`config.mk`:
```
export PLATFORM = sky130hd
export DESIGN_NAME = ps2_host_ctrl
export DESIGN_NICKNAME = d
export VERILOG_FILES = /design/src/rtl/ps2_host_ctrl.sv
export SDC_FILE = /design/constraint.sdc
export NUM_CORES = 1
export LEC_CHECK = 0
export CAP_MARGIN = 10
export CORE_AREA = 2 2 115 73
export DETAILED_ROUTE_END_ITERATION = 8
export DIE_AREA = 0 0 117 75
export DONT_BUFFER_PORTS = 1
export GPL_TIMING_DRIVEN = 0
export PLACE_DENSITY = 0.68
export SYNTH_ARGS = -nofsm -noshare
export SYNTH_HDL_FRONTEND = slang
export SYNTH_SLANG_ARGS = --single-unit
```
`constraint.sdc`:
```
create_clock -name clk -period 4 [get_ports clk]
set_input_delay 0 -clock clk [delete_from_list [all_inputs] [get_ports clk]]
set_output_delay 0 -clock clk [all_outputs]
set_load 0.01 [all_outputs]
```
`src/rtl/ps2_host_ctrl.sv`:
```
`timescale 1ns/1ps
// ps2_host_ctrl: PS/2 host-to-device command controller.
// Sends a one- or two-byte command with the host request-to-send sequence
// on the open-drain clock/data pads, then collects the 0xFA/0xFE reply from
// the external receiver. Optional resend support is built in when the macro
// PS2_CTRL_RETRY_EN is defined; without it any 0xFE or missing ack aborts.
module ps2_host_ctrl #(
  parameter int INHIBIT_CYC = 5000,
  parameter int TIMEOUT_CYC = 1000000,
  parameter int MAX_RETRY   = 3
) (
  input  logic       clk,
  input  logic       rst,
  input  logic       cmd_valid,
  output logic       cmd_ready,
  input  logic [7:0] cmd_byte,
  input  logic       cmd_has_arg,
  input  logic [7:0] cmd_arg,
  input  logic       ps2clk_in,
  input  logic       ps2data_in,
  output logic       ps2clk_oe,
  output logic       ps2data_oe,
  input  logic       rx_valid,
  input  logic [7:0] rx_byte,
  output logic       rx_user,
  output logic       busy,
  output logic       done,
  output logic       err,
  output logic [1:0] err_code
);

  localparam int CNT_MAX = (TIMEOUT_CYC > INHIBIT_CYC) ? TIMEOUT_CYC : INHIBIT_CYC;
  localparam int CNT_W   = $clog2(CNT_MAX + 1);
  localparam logic [CNT_W-1:0] INH_LAST = CNT_W'(INHIBIT_CYC - 1);
  localparam logic [CNT_W-1:0] TO_LAST  = CNT_W'(TIMEOUT_CYC - 1);
  localparam logic [CNT_W-1:0] CNT_ONE  = CNT_W'(1);

  localparam logic [1:0] ERR_TIMEOUT = 2'd0;
  localparam logic [1:0] ERR_NOACK   = 2'd1;
  localparam logic [1:0] ERR_RESEND  = 2'd2;
  localparam logic [1:0] ERR_UNEXP   = 2'd3;

  localparam logic [7:0] RSP_ACK    = 8'hFA;
  localparam logic [7:0] RSP_RESEND = 8'hFE;

  if (INHIBIT_CYC < 32'sd1 || TIMEOUT_CYC < 32'sd1 || MAX_RETRY < 32'sd0) begin : g_bad_cfg
    $error("ps2_host_ctrl: INHIBIT_CYC/TIMEOUT_CYC must be >= 1 and MAX_RETRY >= 0");
  end

  typedef enum logic [2:0] {
    S_IDLE      = 3'd0,
    S_INHIBIT   = 3'd1,
    S_RTS       = 3'd2,
    S_SEND      = 3'd3,
    S_ACKBIT    = 3'd4,
    S_WAIT_RESP = 3'd5
  } state_e;

  // Odd parity bit for a frame: set when the data byte has an even number of ones.
  function automatic logic odd_parity(input logic [7:0] b);
    return ~(^b);
  endfunction

  state_e           state_q, state_d;
  logic [CNT_W-1:0] cnt_q, cnt_d;
  logic [3:0]       bit_q, bit_d;
  logic [7:0]       cur_q, cur_d;
  logic [7:0]       arg_q, arg_d;
  logic             has_arg_q, has_arg_d;
  logic             clk_oe_q, clk_oe_d;
  logic             data_oe_q, data_oe_d;
  logic             idle_q, idle_d;
  logic             done_q, done_d;
  logic             err_q;
  logic [1:0]       err_code_q, err_code_d;
  logic             abort_s;
  logic [1:0]       abort_code_s;
`ifdef PS2_CTRL_RETRY_EN
  localparam int RTY_W = $clog2(MAX_RETRY + 2);
  localparam logic [RTY_W-1:0] RETRY_LIMIT = RTY_W'(MAX_RETRY);
  localparam logic [RTY_W-1:0] RTY_ONE     = RTY_W'(1);
  logic [RTY_W-1:0] retry_q, retry_d;
`endif

  logic clk_s1_q, clk_s2_q, clk_prev_q;
  logic data_s1_q, data_s2_q;
  logic clk_fall_s;

  // Two-flop synchronizers for both pads plus the previous-clock register for edge detection.
  always_ff @(posedge clk or posedge rst) begin
    if (rst) begin
      clk_s1_q   <= 1'b1;
      clk_s2_q   <= 1'b1;
      clk_prev_q <= 1'b1;
      data_s1_q  <= 1'b1;
      data_s2_q  <= 1'b1;
    end else begin
      clk_s1_q   <= ps2clk_in;
      clk_s2_q   <= clk_s1_q;
      clk_prev_q <= clk_s2_q;
      data_s1_q  <= ps2data_in;
      data_s2_q  <= data_s1_q;
    end
  end

  assign clk_fall_s = clk_prev_q & ~clk_s2_q;

  // Next-state, counters and registered pad/status values.
  always_comb begin
    state_d      = state_q;
    cnt_d        = cnt_q;
    bit_d        = bit_q;
    cur_d        = cur_q;
    arg_d        = arg_q;
    has_arg_d    = has_arg_q;
    data_oe_d    = data_oe_q;
    clk_oe_d     = 1'b0;
    done_d       = 1'b0;
    err_code_d   = err_code_q;
    abort_s      = 1'b0;
    abort_code_s = ERR_TIMEOUT;
`ifdef PS2_CTRL_RETRY_EN
    retry_d      = retry_q;
`endif

    case (state_q)
      S_IDLE: begin
        cnt_d = '0;
        bit_d = 4'd0;
        if (cmd_valid) begin
          cur_d     = cmd_byte;
          arg_d     = cmd_arg;
          has_arg_d = cmd_has_arg;
          state_d   = S_INHIBIT;
`ifdef PS2_CTRL_RETRY_EN
          retry_d   = '0;
`endif
        end else begin
          state_d = S_IDLE;
        end
      end

      S_INHIBIT: begin
        if (cnt_q == INH_LAST) begin
          state_d = S_RTS;
          cnt_d   = '0;
          bit_d   = 4'd0;
        end else begin
          cnt_d = cnt_q + CNT_ONE;
        end
      end

      S_RTS: begin
        if (cnt_q == TO_LAST) begin
          abort_s      = 1'b1;
          abort_code_s = ERR_TIMEOUT;
        end else begin
          cnt_d = cnt_q + CNT_ONE;
          if (clk_fall_s) begin
            state_d   = S_SEND;
            bit_d     = 4'd1;
            data_oe_d = ~cur_q[0];
          end else begin
            state_d = S_RTS;
          end
        end
      end

      // bit_q holds the number of falling edges already served in this frame.
      S_SEND: begin
        if (cnt_q == TO_LAST) begin
          abort_s      = 1'b1;
          abort_code_s = ERR_TIMEOUT;
        end else begin
          cnt_d = cnt_q + CNT_ONE;
          if (clk_fall_s) begin
            bit_d = bit_q + 4'd1;
            if (bit_q < 4'd8) begin
              data_oe_d = ~cur_q[bit_q[2:0]];
            end else if (bit_q == 4'd8) begin
              data_oe_d = ~odd_parity(cur_q);
            end else begin
              data_oe_d = 1'b0;
              state_d   = S_ACKBIT;
            end
          end else begin
            state_d = S_SEND;
          end
        end
      end

      S_ACKBIT: begin
        if (cnt_q == TO_LAST) begin
          abort_s      = 1'b1;
          abort_code_s = ERR_TIMEOUT;
        end else begin
          cnt_d = cnt_q + CNT_ONE;
          if (clk_fall_s) begin
            if (!data_s2_q) begin
              state_d = S_WAIT_RESP;
              cnt_d   = '0;
            end else begin
`ifdef PS2_CTRL_RETRY_EN
              if (retry_q < RETRY_LIMIT) begin
                retry_d = retry_q + RTY_ONE;
                state_d = S_INHIBIT;
                cnt_d   = '0;
              end else begin
                abort_s      = 1'b1;
                abort_code_s = ERR_NOACK;
              end
`else
              abort_s      = 1'b1;
              abort_code_s = ERR_NOACK;
`endif
            end
          end else begin
            state_d = S_ACKBIT;
          end
        end
      end

      // A reply strobe takes priority over a timeout expiring in the same cycle.
      S_WAIT_RESP: begin
        if (rx_valid) begin
          case (rx_byte)
            RSP_ACK: begin
`ifdef PS2_CTRL_RETRY_EN
              retry_d = '0;
`endif
              if (has_arg_q) begin
                cur_d     = arg_q;
                has_arg_d = 1'b0;
                state_d   = S_INHIBIT;
                cnt_d     = '0;
              end else begin
                done_d  = 1'b1;
                state_d = S_IDLE;
              end
            end
            RSP_RESEND: begin
`ifdef PS2_CTRL_RETRY_EN
              if (retry_q < RETRY_LIMIT) begin
                retry_d = retry_q + RTY_ONE;
                state_d = S_INHIBIT;
                cnt_d   = '0;
              end else begin
                abort_s      = 1'b1;
                abort_code_s = ERR_RESEND;
              end
`else
              abort_s      = 1'b1;
              abort_code_s = ERR_RESEND;
`endif
            end
            default: begin
              abort_s      = 1'b1;
              abort_code_s = ERR_UNEXP;
            end
          endcase
        end else if (cnt_q == TO_LAST) begin
          abort_s      = 1'b1;
          abort_code_s = ERR_TIMEOUT;
        end else begin
          cnt_d = cnt_q + CNT_ONE;
        end
      end

      default: begin
        state_d = S_IDLE;
      end
    endcase

    if (abort_s) begin
      state_d    = S_IDLE;
      err_code_d = abort_code_s;
    end else begin
      err_code_d = err_code_d;
    end

    // Pad drive follows the state being entered so the outputs can be registered.
    case (state_d)
      S_INHIBIT: begin
        clk_oe_d  = 1'b1;
        data_oe_d = (cnt_d == INH_LAST);
      end
      S_RTS:   data_oe_d = 1'b1;
      S_SEND:  data_oe_d = data_oe_d;
      default: data_oe_d = 1'b0;
    endcase

    idle_d = (state_d == S_IDLE);
  end

  // State, datapath and registered outputs; reset releases both pads at once.
  always_ff @(posedge clk or posedge rst) begin
    if (rst) begin
      state_q    <= S_IDLE;
      cnt_q      <= '0;
      bit_q      <= 4'd0;
      cur_q      <= 8'd0;
      arg_q      <= 8'd0;
      has_arg_q  <= 1'b0;
      clk_oe_q   <= 1'b0;
      data_oe_q  <= 1'b0;
      idle_q     <= 1'b1;
      done_q     <= 1'b0;
      err_q      <= 1'b0;
      err_code_q <= 2'd0;
`ifdef PS2_CTRL_RETRY_EN
      retry_q    <= '0;
`endif
    end else begin
      state_q    <= state_d;
      cnt_q      <= cnt_d;
      bit_q      <= bit_d;
      cur_q      <= cur_d;
      arg_q      <= arg_d;
      has_arg_q  <= has_arg_d;
      clk_oe_q   <= clk_oe_d;
      data_oe_q  <= data_oe_d;
      idle_q     <= idle_d;
      done_q     <= done_d;
      err_q      <= abort_s;
      err_code_q <= err_code_d;
`ifdef PS2_CTRL_RETRY_EN
      retry_q    <= retry_d;
`endif
    end
  end

  assign ps2clk_oe  = clk_oe_q;
  assign ps2data_oe = data_oe_q;
  assign cmd_ready  = idle_q;
  assign rx_user    = idle_q;
  assign busy       = ~idle_q;
  assign done       = done_q;
  assign err        = err_q;
  assign err_code   = err_code_q;

endmodule

```
==> results summary <==
The flow ran to the end, and the final reports show no timing, DRC or antenna violations. The setup slack of the most critical reg-to-reg path came out at 0.90 ns. The final critical-path required period came out at 3.10 ns.

The total number of nets in the final design is 414. In this run the critical register-to-register path is launched from cnt_q[0]$_DFF_PP0_. Counting stages on the worst path, the most repeated cell is and4_1. Setup repair after global routing left no endpoint under its margin.

After clock tree synthesis, the clock-pin slew on the worst setup and hold paths is 0.07 ns. The synthesized area came out at 0.00337 mm^2. The overall routing resource usage came out at 0.224. Counting distinct cell types in the post-synthesis netlist gives 67.

The tightest min-delay check is of the in -> reg type. The maximum operating frequency is 322 MHz. The combined buffer and inverter count along the critical path came out at 1.

The largest single stage delay on the critical path is 0.47 ns. The worst setup path is launched from a register. The sum of negative setup slack came out at 0 ns. The number of max-slew violations in the final report is 0. Summed over all cells, the static leakage comes to 1.66 nW. For this run, global-route usage on met3 was measured as 0.0572. For this block, the via count after detailed routing is 2960. The main flop type after synthesis is dfrtp_1. In the global route stage, met2 resource usage came out at 0.303. The first-pass iteration count of the detailed router came out at 5. The worst-path maximum fanout came out at 9.

Pin placement for this block handled 40 I/O pins. The final worst-path cycle share is 0.776. TritonCTS built the clock tree.

The height of the die came out at 75 um. The startpoint of the most critical hold path is rx_valid. The proportion of synthesized chip area in sequential cells is 0.418. The post-cts repair resize count is 0. The pin count of the biggest net entering global routing is 39. The overall die width came out at 117 um. Input and output buffers added on the ports amount to 0. The HPWL after detailed placement is 6680 um.

In this run the remaining antenna-violating nets after routing total 0. The largest individual stage delay along the critical path comes from the cell dfrtp_1. Synthesis produced a netlist whose cell count is 351. The buffer count from post-CTS setup fixing is 0. The count of inserted antenna diode cells is 0. The slew of the pin with the lowest slew margin came out at 0.798 ns.

The endpoint class of the critical path is a register. The final-report setup violation count is 0. In the layout the commonest cells are 50 x dfrtp_1, 27 x nor2_1, 27 x o21ai_0, 26 x nand2_1. The total area inside the core boundary comes to 0.00766 mm^2. The count of routing violations after the opening detailed-route iteration is 368. CTS placed an instance of clkbuf_16 at the clock tree root. The number of filler instances in the final layout is 699. The routed wire length came out at 9020 um.

After floorplanning, the core was divided into 25 placement rows. The power density normalized to cell area came out at 403 mW/mm^2. The initial standard-cell utilization of the core is 0.440. The via count of the first global-routing pass came out at 2770. The worst-case clock skew is 0.00445 ns. The deepest clock path buffer count came out at 2. The post-synthesis net count is 385.

The most common library cell in the layout ignoring fill and taps is dfrtp_1. The placer congestion estimate came out at 1.01. Counting flops with an async set or reset pin after synthesis yields a share of 1.00.

The hold violation count in the final report is 0. The worst IR drop on VDD came out at 0.000218 V. The worst setup path category is reg -> reg.

The signal on the critical path passes through ha_1, and4_1, clkbuf_1, and4_1, a21o_4, nand2_1, a22o_1, and4bb_1, and4b_1, a41o_1. The met1 track demand over resource in global routing came out at 0.348. The source-to-sink clock delay at the later pin of the worst-skew pair came out at 0.31 ns.

On the critical path the largest part of the delay comes from simple AND/OR/NAND/NOR gates. The number of clock buffers added by TritonCTS is 5. STA puts the critical path data arrival time at 3.30 ns. The floorplan step defined a die boundary enclosing 0.00878 mm^2. The final routed wire length divided by cell count is 18.4 um.

The total overflow left after global routing is 0. The number of levels in the clock H-tree came out at 2. After global routing, the most crowded layer is met1. The mean post-synth cell area is 9.60 um^2. Across the run, the number of max-cap violations was 0.

The synthesis-stage register bit count came out at 56. The first-pass GRT wire length came out at 14700 um. The headroom to the max-slew limit came out at 0.464. The synthesized design contains 0 enable-type register cells. The detailed-route vias per instance is 6.05. In the routed design, unresolved DRC markers number 0. The proportion of layout cells with a drive suffix above 1 is 0.126.

The most critical setup path has its startpoint at cnt_q[0]$_DFF_PP0_. The initial antenna violation count is 0. The count of yosys warnings during synthesis came out at 0. The share of the core filled with cells came out at 0.507. The clock net sink count came out at 56. At the worst endpoint, the required time is 4.20 ns.

The area added between synthesis and finish is 15.2%.
==> synthesized netlist by cell type, drive strengths merged, types with 3 or more instances <==
| cell type | n | area [um^2] |
|---|---|---|
| dfrtp | 50 | 1250 |
| nand2 | 27 | 104 |
| nor2 | 27 | 101 |
| o21ai | 27 | 135 |
| a21oi | 21 | 105 |
| inv | 14 | 52.6 |
| nand3 | 14 | 70.1 |
| nand4 | 12 | 96.3 |
| mux2i | 11 | 110 |
| buf | 10 | 90.1 |
| mux2 | 8 | 90.1 |
| xnor2 | 8 | 70.1 |
| and2 | 7 | 43.8 |
| nor3 | 7 | 35.0 |
| and3 | 6 | 37.5 |
| clkbuf | 6 | 22.5 |
| dfstp | 6 | 158 |
| a21o | 5 | 47.5 |
| a31oi | 5 | 31.3 |
| and4b | 5 | 50.1 |
| nand2b | 5 | 31.3 |
| nor2b | 5 | 31.3 |
| o211ai | 5 | 51.3 |
| a22oi | 4 | 30.0 |
| and4 | 4 | 35.0 |
| nor4 | 4 | 46.3 |
| a211oi | 3 | 22.5 |
| a22o | 3 | 26.3 |
| ha | 3 | 37.5 |
| o22a | 3 | 26.3 |
| or4 | 3 | 27.5 |
==> logic make-up after synthesis <==
| logic type | count (synthesis) | share of synthesized area |
|---|---|---|
| flip-flops | 56 | 0.418 |
| XOR/XNOR | 10 | 0.0260 |
| buffers and inverters | 30 | 0.0490 |
| AO/OA/AOI/OAI | 94 | 0.185 |
| adder cells (fa/ha/maj) | 3 | 0.0111 |
| multiplexers | 21 | 0.0728 |
| AND/OR/NAND/NOR | 137 | 0.238 |
==> stage by stage <==
stage                     total power, mW  setup WS, ns  instance area (um^2)  hold slack, ns  std cells
after floorplan                      1.00          1.47                  3370         0.00448        351
after global placement               1.07         0.983                  3510         0.00455        459
after detailed placement             1.09         0.957                  3530         -0.0826        460
after CTS                            1.56         0.917                  3880          0.0364        489
after global routing                 1.64         0.728                  3880          0.0551        489
final                                1.56         0.896                  3880          0.0518        489
==> final timing paths <==
path	to	cells after the start
worst max-delay path	ps2data_oe$_DFFE_PP0P_	10
worst min-delay path	ps2clk_oe$_DFF_PP0_	2
worst max register to register	ps2data_oe$_DFFE_PP0P_	10
worst min register to register	data_s2_q$_DFF_PP1_	0
max in group asynchronous	cmd_ready$_DFF_PP1_	3
min in group asynchronous	cnt_q[18]$_DFF_PP0_	2
==> layout make-up <==
type | instances | area (um^2) | share of cell area
tap | 108 | 135 | 0.0348
buffer | 16 | 113 | 0.0290
inverter | 14 | 52.6 | 0.0135
clock buffer | 5 | 125 | 0.0322
multi-input combinational | 265 | 1800 | 0.463
clock inverter | 3 | 22.5 | 0.00580
sequential | 56 | 1410 | 0.363
timing repair buffer | 22 | 230 | 0.0593
==> layer usage <==
layer	vias to the layer above	routed length, um
met2	143	3670
met4	0	147
met3	18	913
li1	1360	-
met5	-	0
met1	1439	4290
==> where the power goes <==
part	total [mW]	leakage, nW	internal, mW	switching (mW)
clock network	0.453	0.0742	0.235	0.218
logic	0.336	0.893	0.177	0.159
registers	0.775	0.697	0.661	0.113
total	1.56	1.66	1.07	0.490
==> registers in the layout, indices dropped and copies added, names as in the netlist, 2 cells and up <==
| name | cells |
|---|---|
| bit_q | 4 |
| state_q | 3 |
| cur_q | 8 |
| arg_q | 8 |
| cnt_q | 20 |
| err_code | 2 |
==> timing repair <==
action	in CTS	in global routing
hold buffers	21	0
endpoints found under the setup margin	0	0
endpoints found under the hold margin	73	0
No activity file was read; power rests on OpenSTA's default activity.
